## config.mk

```make
export PLATFORM = sky130hd
export DESIGN_NAME = button_bank
export DESIGN_NICKNAME = d
export VERILOG_FILES = /design/src/rtl/button_bank.sv
export SDC_FILE = /design/constraint.sdc
export NUM_CORES = 1
export LEC_CHECK = 0
export ABC_AREA = 1
export CORE_MARGIN = 8
export CORE_UTILIZATION = 32
export CTS_CLUSTER_DIAMETER = 100
export DETAILED_ROUTE_END_ITERATION = 16
export PLACE_DENSITY = 0.46
export SETUP_SLACK_MARGIN = 0.02
export SLEW_MARGIN = 30
export SYNTH_ARGS = -nofsm -noshare
export SYNTH_HDL_FRONTEND = slang
export SYNTH_SLANG_ARGS = --single-unit
```

## constraint.sdc

```tcl
create_clock -name CLK -period 1.6 [get_ports CLK]
set_clock_uncertainty 0.15 [all_clocks]
set_input_delay 0.24 -clock CLK [delete_from_list [all_inputs] [get_ports CLK]]
set_output_delay 0.24 -clock CLK [all_outputs]
set_load 0.01 [all_outputs]
```

## src/rtl/button_bank.sv

```systemverilog
// ============================================================================
// button_bank : per-channel synchronise, debounce, press/release/long/repeat
// Revision    : 1.0
// ============================================================================
`default_nettype none

module button_bank #(
  parameter int CHANNELS        = 4,
  parameter bit ACTIVE_STATE    = 1'b1,
  parameter int CLOCKS_PER_USEC = 100,
  parameter int DEBOUNCE_MSEC   = 10,
  parameter int LONG_PRESS_MSEC = 1000,
  parameter int REPEAT_MSEC     = 0
) (
  input  logic                CLK,
  input  logic                RESETN,
  input  logic [CHANNELS-1:0] PIN,
  output logic [CHANNELS-1:0] STATE,
  output logic [CHANNELS-1:0] PRESS,
  output logic [CHANNELS-1:0] RELEASE,
  output logic [CHANNELS-1:0] LONG_PRESS,
  output logic [CHANNELS-1:0] REPEAT,
  output logic                ANY_PRESS
);

  localparam int DEBOUNCE_PERIOD = CLOCKS_PER_USEC * DEBOUNCE_MSEC * 1000;
  localparam int LONG_PERIOD     = CLOCKS_PER_USEC * LONG_PRESS_MSEC * 1000;
  localparam int REPEAT_PERIOD   = CLOCKS_PER_USEC * REPEAT_MSEC * 1000;
  localparam bit LONG_EN         = (LONG_PERIOD > 0);
  localparam bit REPEAT_EN       = LONG_EN && (REPEAT_PERIOD > 0);

  localparam int DB_W   = (DEBOUNCE_PERIOD > 0) ? $clog2(DEBOUNCE_PERIOD + 1) : 1;
  localparam int HOLD_W = (LONG_PERIOD > 0)     ? $clog2(LONG_PERIOD + 1)     : 1;
  localparam int REP_W  = (REPEAT_PERIOD > 0)   ? $clog2(REPEAT_PERIOD + 1)   : 1;

  typedef enum logic [1:0] {
    IDLE = 2'd0,
    HELD = 2'd1,
    LONG = 2'd2
  } chan_state_e;

  logic [CHANNELS-1:0] sync1_q;
  logic [CHANNELS-1:0] sync2_q;
  logic [CHANNELS-1:0] sync3_unused_q;
  logic [CHANNELS-1:0] sample;

  // Stage 2 feeds the debouncer; stage 3 is a settling tap with no fan-out.
  always_ff @(posedge CLK or negedge RESETN) begin
    if (!RESETN) begin
      sync1_q        <= {CHANNELS{~ACTIVE_STATE}};
      sync2_q        <= {CHANNELS{~ACTIVE_STATE}};
      sync3_unused_q <= {CHANNELS{~ACTIVE_STATE}};
    end else begin
      sync1_q        <= PIN;
      sync2_q        <= sync1_q;
      sync3_unused_q <= sync2_q;
    end
  end

  assign sample = ACTIVE_STATE ? sync2_q : ~sync2_q;

  for (genvar i = 0; i < CHANNELS; i++) begin : g_ch
    chan_state_e       fsm_q;
    logic [DB_W-1:0]   db_q;
    logic [HOLD_W-1:0] hold_q;
    logic [REP_W-1:0]  rep_q;
    logic              lvl_q;
    logic              press_q;
    logic              release_q;
    logic              long_q;
    logic              repeat_q;
    logic              differ;
    logic              toggle;
    logic              rise;
    logic              fall;

    assign differ = sample[i] ^ lvl_q;
    assign toggle = differ && (db_q == DB_W'(DEBOUNCE_PERIOD - 1));
    assign rise   = toggle & ~lvl_q;
    assign fall   = toggle &  lvl_q;

    always_ff @(posedge CLK or negedge RESETN) begin
      if (!RESETN) begin
        fsm_q     <= IDLE;
        db_q      <= '0;
        hold_q    <= '0;
        rep_q     <= '0;
        lvl_q     <= 1'b0;
        press_q   <= 1'b0;
        release_q <= 1'b0;
        long_q    <= 1'b0;
        repeat_q  <= 1'b0;
      end else begin
        press_q   <= rise;
        release_q <= fall;
        long_q    <= 1'b0;
        repeat_q  <= 1'b0;

        if (!differ) begin
          db_q <= '0;
        end else if (toggle) begin
          db_q  <= '0;
          lvl_q <= sample[i];
        end else begin
          db_q <= db_q + 1'b1;
        end

        // A release on the same edge as a due long/repeat pulse suppresses it.
        case (fsm_q)
          IDLE: begin
            hold_q <= '0;
            rep_q  <= '0;
            if (rise) fsm_q <= HELD;
          end
          HELD: begin
            if (fall) begin
              fsm_q  <= IDLE;
              hold_q <= '0;
              rep_q  <= '0;
            end else if (LONG_EN && (hold_q == HOLD_W'(LONG_PERIOD - 1))) begin
              fsm_q  <= LONG;
              long_q <= 1'b1;
              hold_q <= HOLD_W'(LONG_PERIOD);
              rep_q  <= '0;
            end else if (LONG_EN) begin
              hold_q <= hold_q + 1'b1;
            end
          end
          LONG: begin
            if (fall) begin
              fsm_q  <= IDLE;
              hold_q <= '0;
              rep_q  <= '0;
            end else if (REPEAT_EN && (rep_q == REP_W'(REPEAT_PERIOD - 1))) begin
              repeat_q <= 1'b1;
              rep_q    <= '0;
            end else if (REPEAT_EN) begin
              rep_q <= rep_q + 1'b1;
            end
          end
          default: begin
            fsm_q  <= IDLE;
            hold_q <= '0;
            rep_q  <= '0;
          end
        endcase
      end
    end

    assign STATE[i]      = lvl_q;
    assign PRESS[i]      = press_q;
    assign RELEASE[i]    = release_q;
    assign LONG_PRESS[i] = long_q;
    assign REPEAT[i]     = repeat_q;
  end

  assign ANY_PRESS = |PRESS;

endmodule

`default_nettype wire

```

==> results.yml, run 1 <==
setup_path:
  path_delay_family: "simple AND/OR/NAND/NOR gates"
  endpoint_kind: "primary output"
  crit_chain: "or4_1 -> buf_2"
  slowest_delay_ps: 500
  worstPathMaxFanout: 2
  cp-start-kind: "flip-flop"
  cp_slowest_cell: "or4_1"
  critPathBufInv: 1
  path_class: "flip-flop to primary output"
  required_ps: 1210
  cp.arrival_ps: 1570
status:
  violations: "setup timing"
  outcome: "complete, but fails checks"
placed_design:
  dp.cells: 2745
  io_buffers: 22
  routabilityCongestion: 0.890
  dp_hpwl_um: 28100
layout:
  finalNonFillerCells: 2877
  area_growth_pct: 56.3
  final_util_pct: 50.5
  drive_gt1_share_pct: 38.0
  antenna_cells: 0
  nets: 2339
  nFillCells: 3900
clocking:
  cts_buffers: 27
  htree_levels: 1
  cts_tree: "yes"
  root_buffer: "clkbuf_16"
  cts_sinks: 220
  clock_path_buffers: 3
  clock_latency_ps: 550
  clk_pin_slew_worst_paths_ps: 60
logic_synthesis:
  synth_top_area_share_pct: 41.8
  synth_area_leader_cell: "dfrtp_1"
  yosysWarnings: 0
  yosysSeqAreaShare_pct: 41.8
  ys_ff_latch: 220
  synthTopCellsByArea: "dfrtp_1 42%, nand2_1 16%, nor2_1 10%, nand3_1 7.8%, inv_1 4.9%"
  syn_area_um2: 13200
  avgSynthCellArea_um2: 6.92
  synthDistinctLibCells: 35
  syn_inst: 1900
grt:
  grt_pass1_wl_um: 68000
  use_met2_pct: 29.6
  top_usage_layer: "met2"
  grt_pass1_vias: 13900
  met3_usage_pct: 2.39
  grt_max_degree: 45
  track_usage_pct: 17.0
  antenna_found_initial: 0
  overflow: 0
  gr-usage-met1_pct: 22.0
routing:
  drt_first_iter_violations: 726
  vias: 13600
  routed_wl_um: 41100
  drt_pass1_iterations: 5
  detail-route-antenna-nets: 0
  drc: 0
  avgViaCountPerCell: 4.73
  wire_per_inst_um: 14.3
floorplanning:
  dieArea_um2: 47900
  ioPinCount: 27
  initial_core_util_pct: 32.3
  dieHeight_um: 219
  coreArea_um2: 40700
  fp.dieW_um: 219
  row_count: 74
sta:
  setup_viol: 186
  max_slew.worst_pin.slew_ps: 661
  slew_viol_final: 0
  fmax_mhz: 509
  rsz0062_at_grt: "yes"
  finalHoldViolations: 0
  slew_headroom_pct: 55.8
  whs_ps: 45.3
  post-route-period-util_pct: 123
  worst_slack_ps: -363
  period_needed_ps: 1960
pwr:
  vdd_drop_max_uv: 665
  leakage_nw: 9.33
  p_per_area_nw_per_um2: 608
hold_path:
  hp-class: "primary input to async pin"
job:
  drv_cap: 0
[cells in the final DEF (no fill, tap or decap), types with 36 or more instances in the layout]
cell type / count
nand2_1: 474
buf_4: 314
nor2_1: 274
dfrtp_1: 217
inv_1: 152
nand3_2: 108
nand3_1: 88
buf_6: 79
nand2_2: 64
nand4_1: 60
nor2_2: 50
xor2_1: 50
nor2_4: 39
xnor2_1: 36
[registers in the layout, indices dropped and copies added (netlist names)]
| register | cells |
|---|---|
| g_ch.hold_q | 108 |
| g_ch.fsm_q | 8 |
| g_ch.db_q | 80 |
| g_ch.long_q | 4 |
| g_ch.lvl_q | 4 |
| sync1_q | 4 |
| g_ch.press_q | 4 |
| g_ch.release_q | 4 |
| sample | 4 |
[through the flow]
step	setup TNS (ps)	instance area (um^2)	setup WS [ps]	power (mW)
after floorplan	-2570	13600	-57.4	5.82
after global placement	-17120	16800	-193	6.06
after detailed placement	-22450	16800	-236	6.06
after CTS	-25000	19600	-404	12.7
after global routing	-46970	20600	-442	13.0
final	-29510	20600	-363	12.5
[routing by layer]
metal | vias to the layer above | routed length (um)
met4 | 0 | 908
met5 | - | 0
met1 | 6452 | 18900
met3 | 67 | 1350
met2 | 182 | 20000
li1 | 6911 | -
[what timing repair did]
item,4_1_cts,5_1_grt
hold endpoints to repair,223,0
resized for setup,416,234
pin swaps,90,115
endpoints found under the setup margin,203,211
cloned,17,1
hold buffers,4,0
setup buffers,46,38
[cells in the mapped netlist, drive strengths merged]
cell and number:
a211oi 1, nor3 30, nor3b 4, clkbuf 16
buf 31, a21oi 19, o21a 1, or2 7
o21bai 4, ha 8, nand2 572, and3 2
nand3 210, o211ai 1, dfrtp 220, nand3b 8
conb 1, o21ai 60, xor2 51, nand4 60
xnor2 38, and2 4, nor2 363, inv 181
a31oi 7, or4 1
[final timing paths]
path	startpoint	depth (start not counted)	to	slack [ps]
worst min-delay path	RESETN	2	g_ch[1].hold_q[26]	50
worst max-delay path	g_ch[3].press_q	2	ANY_PRESS	-360
worst max register to register	g_ch[0].db_q[0]	11	g_ch[0].hold_q[4]	-330
max in group asynchronous	RESETN	3	g_ch[0].hold_q[15]	680
min in group CLK	PIN[0]	1	sync1_q[0]	50
worst min register to register	sync1_q[1]	0	sample[1]	200
[logic make-up (layout without fill, tap and decap cells)]
| kind of cell | after synthesis | in the layout | synth area share, % |
|---|---|---|---|
| fa+ha+maj | 8 | 8 | 0.761 |
| simple gates | 1261 | 1261 | 40.4 |
| other cells | 1 | 4 | 0.0285 |
| buf+inv | 228 | 670 | 7.20 |
| flops | 220 | 220 | 41.8 |
| compound gates | 93 | 93 | 3.74 |
| xor+xnor | 89 | 89 | 5.98 |
[area by class of cell]
class | instances | area (um^2) | share of cell area (%)
Clock buffer | 34 | 742 | 3.61
Clock inverter | 15 | 190 | 0.925
Inverter | 181 | 757 | 3.68
Multi-Input combinational cell | 1455 | 8700 | 42.3
Sequential cell | 220 | 5510 | 26.8
Tap cell | 532 | 666 | 3.24
Timing Repair Buffer | 435 | 3950 | 19.2
Timing Repair inverter | 5 | 52.6 | 0.256
[report_power, final]
group          internal (mW)  total (mW)  switching [mW]
logic                  0.166       0.436           0.270
clock network           3.92        6.43            2.51
registers               5.60        5.63          0.0285
total                   9.69        12.5            2.81
(Power assumes the default switching activity.)
==> run 2: changes to the inputs <==
--- a/config.mk
+++ b/config.mk
@@ -10,7 +10,7 @@
 export CORE_UTILIZATION = 32
 export CTS_CLUSTER_DIAMETER = 100
 export DETAILED_ROUTE_END_ITERATION = 16
-export PLACE_DENSITY = 0.46
+export PLACE_DENSITY = 0.45
 export SETUP_SLACK_MARGIN = 0.02
 export SLEW_MARGIN = 30
 export SYNTH_ARGS = -nofsm -noshare
==> constraint.sdc (replaced) <==
create_clock -name CLK -period 1.97 [get_ports CLK]
set_clock_uncertainty 0.15 [all_clocks]
set_input_delay 0.394 -clock CLK [delete_from_list [all_inputs] [get_ports CLK]]
set_output_delay 0.394 -clock CLK [all_outputs]
set_load 0.01 [all_outputs]
==> run 2 against run 1 <==
Compared with the run above: the flow still finishes with violations (setup timing); via count is 12% lower; sequential cell count unchanged; critical endpoint unchanged; register-to-register slack better by 450 ps; critical path depth stayed put.
==> results.yml, run 2 (same netlist as run 1, synthesis figures left out) <==
clocking:
  cts_sinks: 220
  htree_levels: 1
  root_buffer: "clkbuf_16"
  cts_tree: "yes"
  clock_latency_ps: 570
  clk_pin_slew_worst_paths_ps: 60
  clock_path_buffers: 3
  cts_buffers: 28
placed_design:
  routabilityCongestion: 0.889
  io_buffers: 22
  place_area_um2: 14400
  dp_hpwl_um: 25900
sta:
  worst_slack_ps: -162
  fmax_mhz: 469
  finalHoldViolations: 0
  post-route-period-util_pct: 108
  slew_viol_final: 0
  setup_viol: 1
  rsz0062_at_grt: "yes"
  period_needed_ps: 2130
pwr:
  power.total_mw: 9.86
  clkPwrFrac_pct: 51.2
  p_per_area_nw_per_um2: 634
  leakage_nw: 7.03
  swShare_pct: 22.8
  p_int_mw: 7.62
  vdd_drop_max_uv: 619
  switchingPower_mw: 2.25
  seq_power_share_pct: 46.3
  p_comb_share_pct: 2.5
routing:
  wire_per_inst_um: 13.9
  avgViaCountPerCell: 4.71
  drt_first_iter_violations: 760
  drt_pass1_iterations: 5
  vias: 12000
  detail-route-antenna-nets: 0
  routed_wl_um: 35400
  drc: 0
layout:
  area_growth_pct: 18.2
  antenna_cells: 0
  drive_gt1_share_pct: 9.89
  final_common_cell: "nand2_1"
  largest_register: "g_ch.hold_q"
  final_util_pct: 38.2
  multi_input_area_um2: 6870
  final_cell_mix: "558 x nand2_1, 341 x nor2_1, 217 x dfrtp_1"
  largest_reg_flops: 108
  top_regs: "g_ch.hold_q: 108 flops, g_ch.db_q: 80 flops, g_ch.fsm_q: 8 flops"
  seq_area_um2: 5510
  nets: 2005
  nFillCells: 4304
  fin_area_um2: 15600
setup_path:
  path_class: "flip-flop to primary output"
  worstPathMaxFanout: 2
  crit_chain: "or4_1 -> buf_2"
  endpoint_kind: "primary output"
  cp-start-kind: "flip-flop"
  required_ps: 1430
  cp_slowest_cell: "or4_1"
  path_delay_family: "simple AND/OR/NAND/NOR gates"
  critPathBufInv: 1
  cp.arrival_ps: 1590
  slowest_delay_ps: 490
status:
  violations: "setup timing"
  outcome: "complete, but fails checks"
grt:
  overflow: 0
  antenna_found_initial: 0
  track_usage_pct: 14.9
  grt_pass1_vias: 11900
  grt_pass1_wl_um: 60400
  grt_max_degree: 37
floorplanning:
  row_count: 74
  dieHeight_um: 219
  coreArea_um2: 40700
  ioPinCount: 27
  initial_core_util_pct: 32.3
  dieArea_um2: 47900
  fp.dieW_um: 219
hold_path:
  hp-class: "primary input to flip-flop"
job:
  drv_cap: 0
-- run 2: layout make-up --
cell class	count	share of cell area, %
inverter	181	4.39
clock buffer	39	5.22
multi-input combinational	1455	44.2
clock inverter	13	0.652
tap	532	4.28
sequential	220	35.4
timing repair buffer	105	5.83
-- run 2: per-layer routing --
metal	vias up	GRT usage (%)	share of wire (%)
li1	6220	-	-
met1	5530	21.5	50
met2	183	23.2	44
met3	52	1.95	3.8
met4	0	4.25	2.1
met5	-	0	0
-- run 2: repair_timing --
item	4_1_cts	5_1_grt
buffers inserted	2	7
cloned	0	3
pin swaps	0	8
hold buffers	1	0
hold endpoints to repair	220	0
endpoints found under the setup margin	19	114
resized for setup	28	54
-- run 2: stage by stage --
| step | worst slack, ps | hold WS [ps] | setup TNS (ps) | instances |
|---|---|---|---|---|
| after global routing | -237 | 96.3 | -237 | 2545 |
| after global placement | 69.3 | 156 | 0 | 2480 |
| final | -162 | 113 | -162 | 2545 |
| after detailed placement | 12.4 | 157 | 0 | 2480 |
| after CTS | -225 | 73.0 | -225 | 2535 |
| after floorplan | 233 | -51.6 | 0 | 1903 |
-- run 2: power groups by stage --
stage               Clock, mW  Combinational (mW)  Sequential (mW)
floorplan                   0              0.0793             4.64
CTS                      5.28               0.248             4.56
global placement            0               0.246             4.65
finish                   5.05               0.242             4.57
global route             5.45               0.285             4.57
detailed placement          0               0.246             4.65
-- run 2: final timing paths --
check | from | end | slack [ps] | cells after the start
worst max-delay path | g_ch[0].press_q | ANY_PRESS | -160 | 2
worst min-delay path | PIN[3] | sync1_q[3] | 110 | 1
worst max register to register | g_ch[0].db_q[0] | g_ch[0].hold_q[3] | 120 | 10
worst min register to register | sync1_q[1] | sample[1] | 200 | 0
max in group asynchronous | RESETN | g_ch[3].lvl_q | 970 | 3
min in group asynchronous | RESETN | g_ch[1].hold_q[22] | 160 | 2
